===== src/rtl/boa_peri_pwm_if.sv =====
// Peripheral bus between a bus master and memory-mapped slaves.
// addr is a word address; we is a byte-write mask; ready and rdata come from the slave.
interface boa_mem_bus;
  logic [29:0] addr;
  logic [3:0]  we;
  logic [31:0] wdata;
  logic [31:0] rdata;
  logic        ready;

  modport MEM (input addr, input we, input wdata, output rdata, output ready);
  modport CPU (output addr, output we, output wdata, input rdata, input ready);
endinterface


===== src/rtl/boa_peri_pwm.sv =====
// Multi-channel PWM generator. One shared prescaler and period counter drive
// all channels. Period and duty values are double-buffered and copied to the
// active set at the end of each period, or continuously while disabled.
module boa_peri_pwm #(
  parameter logic [31:0] ADDR      = 32'h8000_0200,
  parameter int          CHANNELS  = 4,
  parameter int          CNT_WIDTH = 16
) (
  input  logic                clk,
  input  logic                rst,
  boa_mem_bus.MEM             bus,
  output logic [CHANNELS-1:0] pwm_out,
  output logic [CHANNELS-1:0] pwm_oe
);

  typedef logic [CNT_WIDTH-1:0] cnt_t;

  localparam logic [3:0] REG_CTRL   = 4'h0;
  localparam logic [3:0] REG_PERIOD = 4'h1;
  localparam logic [3:0] REG_COUNT  = 4'h2;
  localparam int         REG_DUTY0  = 4;

  // Programmer-visible state
  logic                r_en;
  logic [15:0]         r_presc;
  cnt_t                r_top_sh;
  cnt_t                r_duty_sh [CHANNELS];
  logic [CHANNELS-1:0] r_oe;
  logic [CHANNELS-1:0] r_inv;

  // Active (double-buffered) values and timing state
  cnt_t                r_top_act;
  cnt_t                r_duty_act [CHANNELS];
  logic [15:0]         r_pcnt;
  cnt_t                r_cnt;
  logic [CHANNELS-1:0] r_pwm_out;
  logic [31:0]         r_rdata;

  // Decode and next-shadow wires
  logic                w_sel;
  logic [3:0]          w_word;
  logic                w_wr;
  logic                w_ctrl_wr;
  logic                w_period_wr;
  logic [CHANNELS-1:0] w_duty_wr;
  cnt_t                w_top_nxt;
  cnt_t                w_duty_nxt [CHANNELS];
  logic                w_tick;
  logic                w_wrap;
  logic                w_reload;
  logic [31:0]         w_rdata;
  logic                w_unused;

  // The 64-byte window is selected by byte address bits [31:6], i.e. word bits [29:4].
  assign w_sel       = (bus.addr[29:4] == ADDR[31:6]);
  assign w_word      = bus.addr[3:0];
  assign w_wr        = w_sel && (bus.we == 4'hF);
  assign w_ctrl_wr   = w_wr && (w_word == REG_CTRL);
  assign w_period_wr = w_wr && (w_word == REG_PERIOD);
  assign w_unused    = ^bus.wdata;

  assign bus.ready = 1'b1;
  assign bus.rdata = r_rdata;
  assign pwm_out   = r_pwm_out;
  assign pwm_oe    = r_oe;

  // Tick at prescaler terminal count; period end when the counter also sits at top.
  assign w_tick   = r_en && (r_pcnt == r_presc);
  assign w_wrap   = w_tick && (r_cnt == r_top_act);
  assign w_reload = !r_en || w_wrap;

  // Next shadow values, so a write coinciding with a reload is the value that gets loaded.
  always_comb begin
    // NOTE: every combinational output gets a default first so no path leaves it unassigned (no latch).
    w_top_nxt = w_period_wr ? bus.wdata[CNT_WIDTH-1:0] : r_top_sh;
    w_duty_wr = '0;
    for (int n = 0; n < CHANNELS; n++) begin
      w_duty_wr[n]  = w_wr && (w_word == 4'(REG_DUTY0 + n));
      w_duty_nxt[n] = w_duty_wr[n] ? bus.wdata[CNT_WIDTH-1:0] : r_duty_sh[n];
    end
  end

  // Register-file writes and shadow-to-active transfer.
  always_ff @(posedge clk) begin
    if (rst) begin
      // NOTE: the small per-channel arrays are flops, not RAM, so they are reset like any other register.
      r_en      <= 1'b0;
      r_presc   <= '0;
      r_top_sh  <= '0;
      r_top_act <= '0;
      r_oe      <= '0;
      r_inv     <= '0;
      for (int n = 0; n < CHANNELS; n++) begin
        r_duty_sh[n]  <= '0;
        r_duty_act[n] <= '0;
      end
    end else begin
      // NOTE: sequential state uses non-blocking assignments so every flop samples pre-edge values.
      if (w_ctrl_wr) begin
        r_en    <= bus.wdata[0];
        r_presc <= bus.wdata[31:16];
      end
      r_top_sh <= w_top_nxt;
      if (w_reload) r_top_act <= w_top_nxt;
      for (int n = 0; n < CHANNELS; n++) begin
        r_duty_sh[n] <= w_duty_nxt[n];
        if (w_reload) r_duty_act[n] <= w_duty_nxt[n];
        if (w_duty_wr[n]) begin
          r_oe[n]  <= bus.wdata[16];
          r_inv[n] <= bus.wdata[17];
        end
      end
    end
  end

  // Prescaler and period counter; both held at zero while disabled.
  always_ff @(posedge clk) begin
    if (rst || !r_en) begin
      r_pcnt <= '0;
      r_cnt  <= '0;
    end else begin
      // A presc lowered below pcnt lets pcnt run on to its natural wrap without a tick.
      r_pcnt <= w_tick ? 16'd0 : r_pcnt + 16'd1;
      if (w_tick) r_cnt <= w_wrap ? cnt_t'(0) : r_cnt + cnt_t'(1);
    end
  end

  // Read mux for the registered read port.
  always_comb begin
    w_rdata = '0;
    if (w_sel) begin
      case (w_word)
        REG_CTRL:   w_rdata = {r_presc, 15'd0, r_en};
        REG_PERIOD: w_rdata = 32'(r_top_sh);
        REG_COUNT:  w_rdata = 32'(r_cnt);
        default: begin
          for (int n = 0; n < CHANNELS; n++) begin
            if (w_word == 4'(REG_DUTY0 + n))
              w_rdata = {14'd0, r_inv[n], r_oe[n], 16'(r_duty_sh[n])};
          end
        end
      endcase
    end
  end

  // Registered PWM levels and read data.
  always_ff @(posedge clk) begin
    if (rst) begin
      r_pwm_out <= '0;
      r_rdata   <= '0;
    end else begin
      r_rdata <= w_rdata;
      for (int n = 0; n < CHANNELS; n++)
        r_pwm_out[n] <= r_en ? ((r_cnt < r_duty_act[n]) ^ r_inv[n]) : r_inv[n];
    end
  end

endmodule


===== src/flat_wrapper.sv =====
// flat-port wrapper written by rule: the top's interface ports become plain ports
module boa_peri_pwm_flat 
#(
  parameter logic [31:0] ADDR      = 32'h8000_0200,
  parameter int          CHANNELS  = 4,
  parameter int          CNT_WIDTH = 16
)
  (clk, rst, pwm_out, pwm_oe, bus_addr, bus_we, bus_wdata, bus_rdata, bus_ready);
  boa_mem_bus bus_i ();
  input  logic clk;
  input  logic rst;
  output logic [CHANNELS-1:0] pwm_out;
  output logic [CHANNELS-1:0] pwm_oe;
  input wire logic [$bits(bus_i.addr)-1:0] bus_addr;
  input wire logic [$bits(bus_i.we)-1:0] bus_we;
  input wire logic [$bits(bus_i.wdata)-1:0] bus_wdata;
  output wire logic [$bits(bus_i.rdata)-1:0] bus_rdata;
  output wire logic [$bits(bus_i.ready)-1:0] bus_ready;
  assign bus_i.addr = bus_addr;
  assign bus_i.we = bus_we;
  assign bus_i.wdata = bus_wdata;
  assign bus_rdata = bus_i.rdata;
  assign bus_ready = bus_i.ready;
  boa_peri_pwm #(.ADDR(ADDR), .CHANNELS(CHANNELS), .CNT_WIDTH(CNT_WIDTH)) u_core (.clk(clk), .rst(rst), .bus(bus_i), .pwm_out(pwm_out), .pwm_oe(pwm_oe));
endmodule

===== config.mk =====
export PLATFORM = sky130hd
export DESIGN_NAME = boa_peri_pwm_flat
export DESIGN_NICKNAME = d
export VERILOG_FILES = /design/src/rtl/boa_peri_pwm_if.sv /design/src/rtl/boa_peri_pwm.sv /design/src/flat_wrapper.sv
export SDC_FILE = /design/constraint.sdc
export NUM_CORES = 1
export LEC_CHECK = 0
export ABC_AREA = 1
export BUFFER_PORTS_ARGS = -buffer_cell sky130_fd_sc_hd__buf_4
export CORE_UTILIZATION = 25
export CTS_BUF_LIST = sky130_fd_sc_hd__clkbuf_16
export CTS_CLUSTER_DIAMETER = 60
export DETAILED_ROUTE_END_ITERATION = 8
export GPL_TIMING_DRIVEN = 0
export PLACE_DENSITY_LB_ADDON = 0.3
export SLEW_MARGIN = 10
export SYNTH_ARGS = -nofsm -noshare
export SYNTH_HDL_FRONTEND = slang
export SYNTH_SLANG_ARGS = --single-unit

===== constraint.sdc =====
create_clock -name clk -period 2.3 [get_ports clk]
set_input_delay 0.345 -clock clk [delete_from_list [all_inputs] [get_ports clk]]
set_output_delay 0.345 -clock clk [all_outputs]
set_load 0.05 [all_outputs]

==> flow_summary.ini <==
[worst_setup_path]
critPathMaxStageDelay_ps = 370
crit_buf_inv = 3
slowest_stage = dfxtp_1
start_kind = flop
path_cells = inv_1, nand2_1, nand2_1, nor2_1, nand2_1, nor2_4, and2_1, buf_4, nand3_4, nand2_8, buf_16
cp.required_ps = 2530
worstSetupPathDepth = 11
r2r_cells = 11
r2r_slack_ps = 150
end_kind = flop
crit_type = flop to flop
critPathArrivalTime_ps = 2380
crit_fanout = 36
worst_r2r_endpoint = u_core.r_duty_act[3][15]
r2r-start = u_core.r_pcnt[10]
path_delay_family = simple AND/OR/NAND/NOR gates
crit_top_cell = nand2_1
crit_end = u_core.r_duty_act[3][15]
crit_start = u_core.r_pcnt[10]

[drt]
ant_nets = 0
vias = 11777
first_pass_iters = 6
finalWirelength_mm = 41.12
drtIter0Drc = 788
drt-vias-per-instance = 4.485
wl_per_cell_um = 15.66
drc = 0

[die]
die_w_um = 227.6
coreArea_um2 = 50170
dieArea_um2 = 51790
initial_core_util_pct = 25.36
die_h_um = 227.6
rows = 82
io_pins = 109

[place]
place_inst = 2549
postPlaceCellArea_um2 = 14360
dp_hpwl_mm = 30.89
place_ws_ps = -895.4
gp_congestion = 0.8523
io_buffers = 106

[timing]
rsz0062_at_grt = false
hold_slack_ps = 28.63
final.setup_skew_ps = 29.02
setup_ws_ps = 149.5
period_needed_ps = 2151
slew_headroom_pct = 45.33
setup_viol = 0
slew_violations = 0
finalHoldViolCount = 0
worst_pin_slew_ps = 820.0
fmax_mhz = 465.0
period_share_pct = 93.50

[cts]
clkTransAtPathRegs_ps = 60
cts_max_path_buffers = 3
cts_sinks = 253
cts_tree = built
cts_max_level = 2
cts_made_buffers = 34
cts_root_buffer = clkbuf_16
insertion_delay_ps = 550

[cells_and_area]
final_cell_area_um2 = 15710
drive_gt1_share_pct = 12.14
mostFrequentLayoutCell = nand2_1
multiInputGateArea_um2 = 5649
nFillCells = 5401
ff_latch_area_um2 = 5752
final_cell_mix = nand2_1, inv_1, nor2_1, dfxtp_1, buf_4
instances_no_fill = 2626
utilization_pct = 31.30
nNetsFinal = 2057
syn_to_final_growth_pct = 23.46

[grt]
met2_usage_pct = 26.69
overflow = 0
busiest_layer = met2
grt_use_met1_pct = 20.98
grt_pass1_vias = 11228
grt.total_usage_pct = 16.13
met3_usage_pct = 2.568
antenna_found_initial = 0
grt_pass1_wl_mm = 62.63
grt_max_degree = 37

[power_and_ir_drop]
p_seq_share_pct = 45.5
p_sw_uw = 2298
p_clk_share_pct = 51.5
p_leak_uw = 0.007173
pwr_density_cell_nw_per_um2 = 633.3
ir_worst_vdd_mv = 0.4017
p_int_uw = 7648
switching_share_pct = 23.10
pwr-share-comb_pct = 3.0

[synthesis]
yosysWarnings = 0
synth_fp_nets = 1901
netlist_instances = 1771
ys_types = 36
synthesis.area_um2 = 12720
synth_edf_count = 64
ys_seq_area_share_pct = 44.85
async_flop_share_pct = 0
synth_seq_cells = 253
avgSynthCellArea_um2 = 7.183
synth_flop_cell = dfxtp_1

[hold_path]
holdCritPathClass = input port to flop

[run]
max-cap-violations = 0

[run_status]
status = finished clean
[worst register-to-register path: stages, from the launching register on]
cell	delay, ps
dfxtp_1	370
inv_1	100
nand2_1	70
nand2_1	70
nor2_1	140
nand2_1	100
nor2_4	150
and2_1	130
buf_4	190
nand3_4	120
nand2_8	160
buf_16	260
[registers in the layout, summed over array words and instances, names as in the netlist]
register and flops:
u_core.pwm_out 4, u_core.bus.rdata 32, u_core.r_duty_sh 64, u_core.r_top_act 16, u_core.r_duty_act 64, u_core.r_pcnt 16, u_core.r_en 1, u_core.r_cnt 16
u_core.r_inv 4, u_core.r_top_sh 16, u_core.pwm_oe 4, u_core.r_presc 16
[how the worst min path moves through the flow]
stage	from	endpoint	cells past startpoint	slack (ps)
6_report	bus_wdata[18]	u_core.r_presc[2]	3	30
3_5_place_dp	u_core.pwm_oe[0]	u_core.pwm_oe[0]	2	470
5_1_grt	bus_wdata[18]	u_core.r_presc[2]	3	20
3_3_place_gp	u_core.r_pcnt[0]	u_core.r_pcnt[0]	1	460
4_1_cts	bus_wdata[18]	u_core.r_presc[2]	3	0.9
2_1_floorplan	u_core.r_pcnt[0]	u_core.r_pcnt[0]	1	440
[cells in the mapped netlist, types with 10 or more instances]
cell | count | area share (%)
o21ai_0 | 84 | 3.3
dfxtp_1 | 189 | 30
inv_2 | 10 | 0.30
nand3_1 | 87 | 3.4
edfxtp_1 | 64 | 15
o22ai_1 | 18 | 0.89
clkbuf_1 | 42 | 1.2
nand2_1 | 423 | 12
ha_1 | 62 | 6.1
a21oi_1 | 71 | 2.8
a31oi_1 | 15 | 0.74
inv_1 | 282 | 8.3
nor2_1 | 279 | 8.2
nand4_1 | 60 | 3.0
nor3_1 | 28 | 1.1
[power groups by stage]
stage                     clock network [uW]  logic [uW]  registers, uW
after floorplan                            0         105           4630
after global placement                     0         294           4630
after detailed placement                   0         296           4630
after CTS                               5250         297           4530
after global routing                    5430         321           4520
final                                   5120         299           4530
[layer usage]
layer	share of wire (%)	up-vias
met5	0	-
met4	2.9	0
met3	5.3	65
met2	46	318
met1	46	5446
li1	-	5948
[metrics by stage]
stage	total power, uW	setup TNS, ps
CTS	10070	0
floorplan	4739	0
global placement	4927	-103060
finish	9945	0
detailed placement	4930	-105430
global route	10270	0
[timing repair]
action | in CTS | in global routing
setup buffers | 2 | 10
resized for setup | 36 | 13
setup endpoints to repair | 147 | 140
cloned | 2 | 0
hold buffers | 0 | 0
pin swaps | 1 | 5
[final cells by class]
| type | count | share of cell area [%] |
|---|---|---|
| multi-input cells | 1160 | 35.97 |
| inverters | 292 | 6.979 |
| flip-flops and latches | 253 | 36.62 |
| repair buffers | 120 | 6.071 |
| diodes | 1 | 0.01593 |
| clock inverters | 27 | 1.330 |
| well taps | 672 | 5.354 |
| clock buffers | 35 | 5.577 |
| plain buffers | 66 | 2.079 |
[kinds of logic (layout without fill, tap and decap cells)]
family | Yosys count | after routing | share of synthesized area [%]
AND/OR/NAND/NOR | 895 | 895 | 29.27
AO/OA/AOI/OAI | 195 | 195 | 8.203
buffers and inverters | 358 | 540 | 11.07
other | 1 | 2 | 0.02948
adder cells (fa/ha/maj) | 62 | 62 | 6.098
flip-flops | 253 | 253 | 44.85
XOR/XNOR | 7 | 7 | 0.4820
No activity file was read; power rests on OpenSTA's default activity.
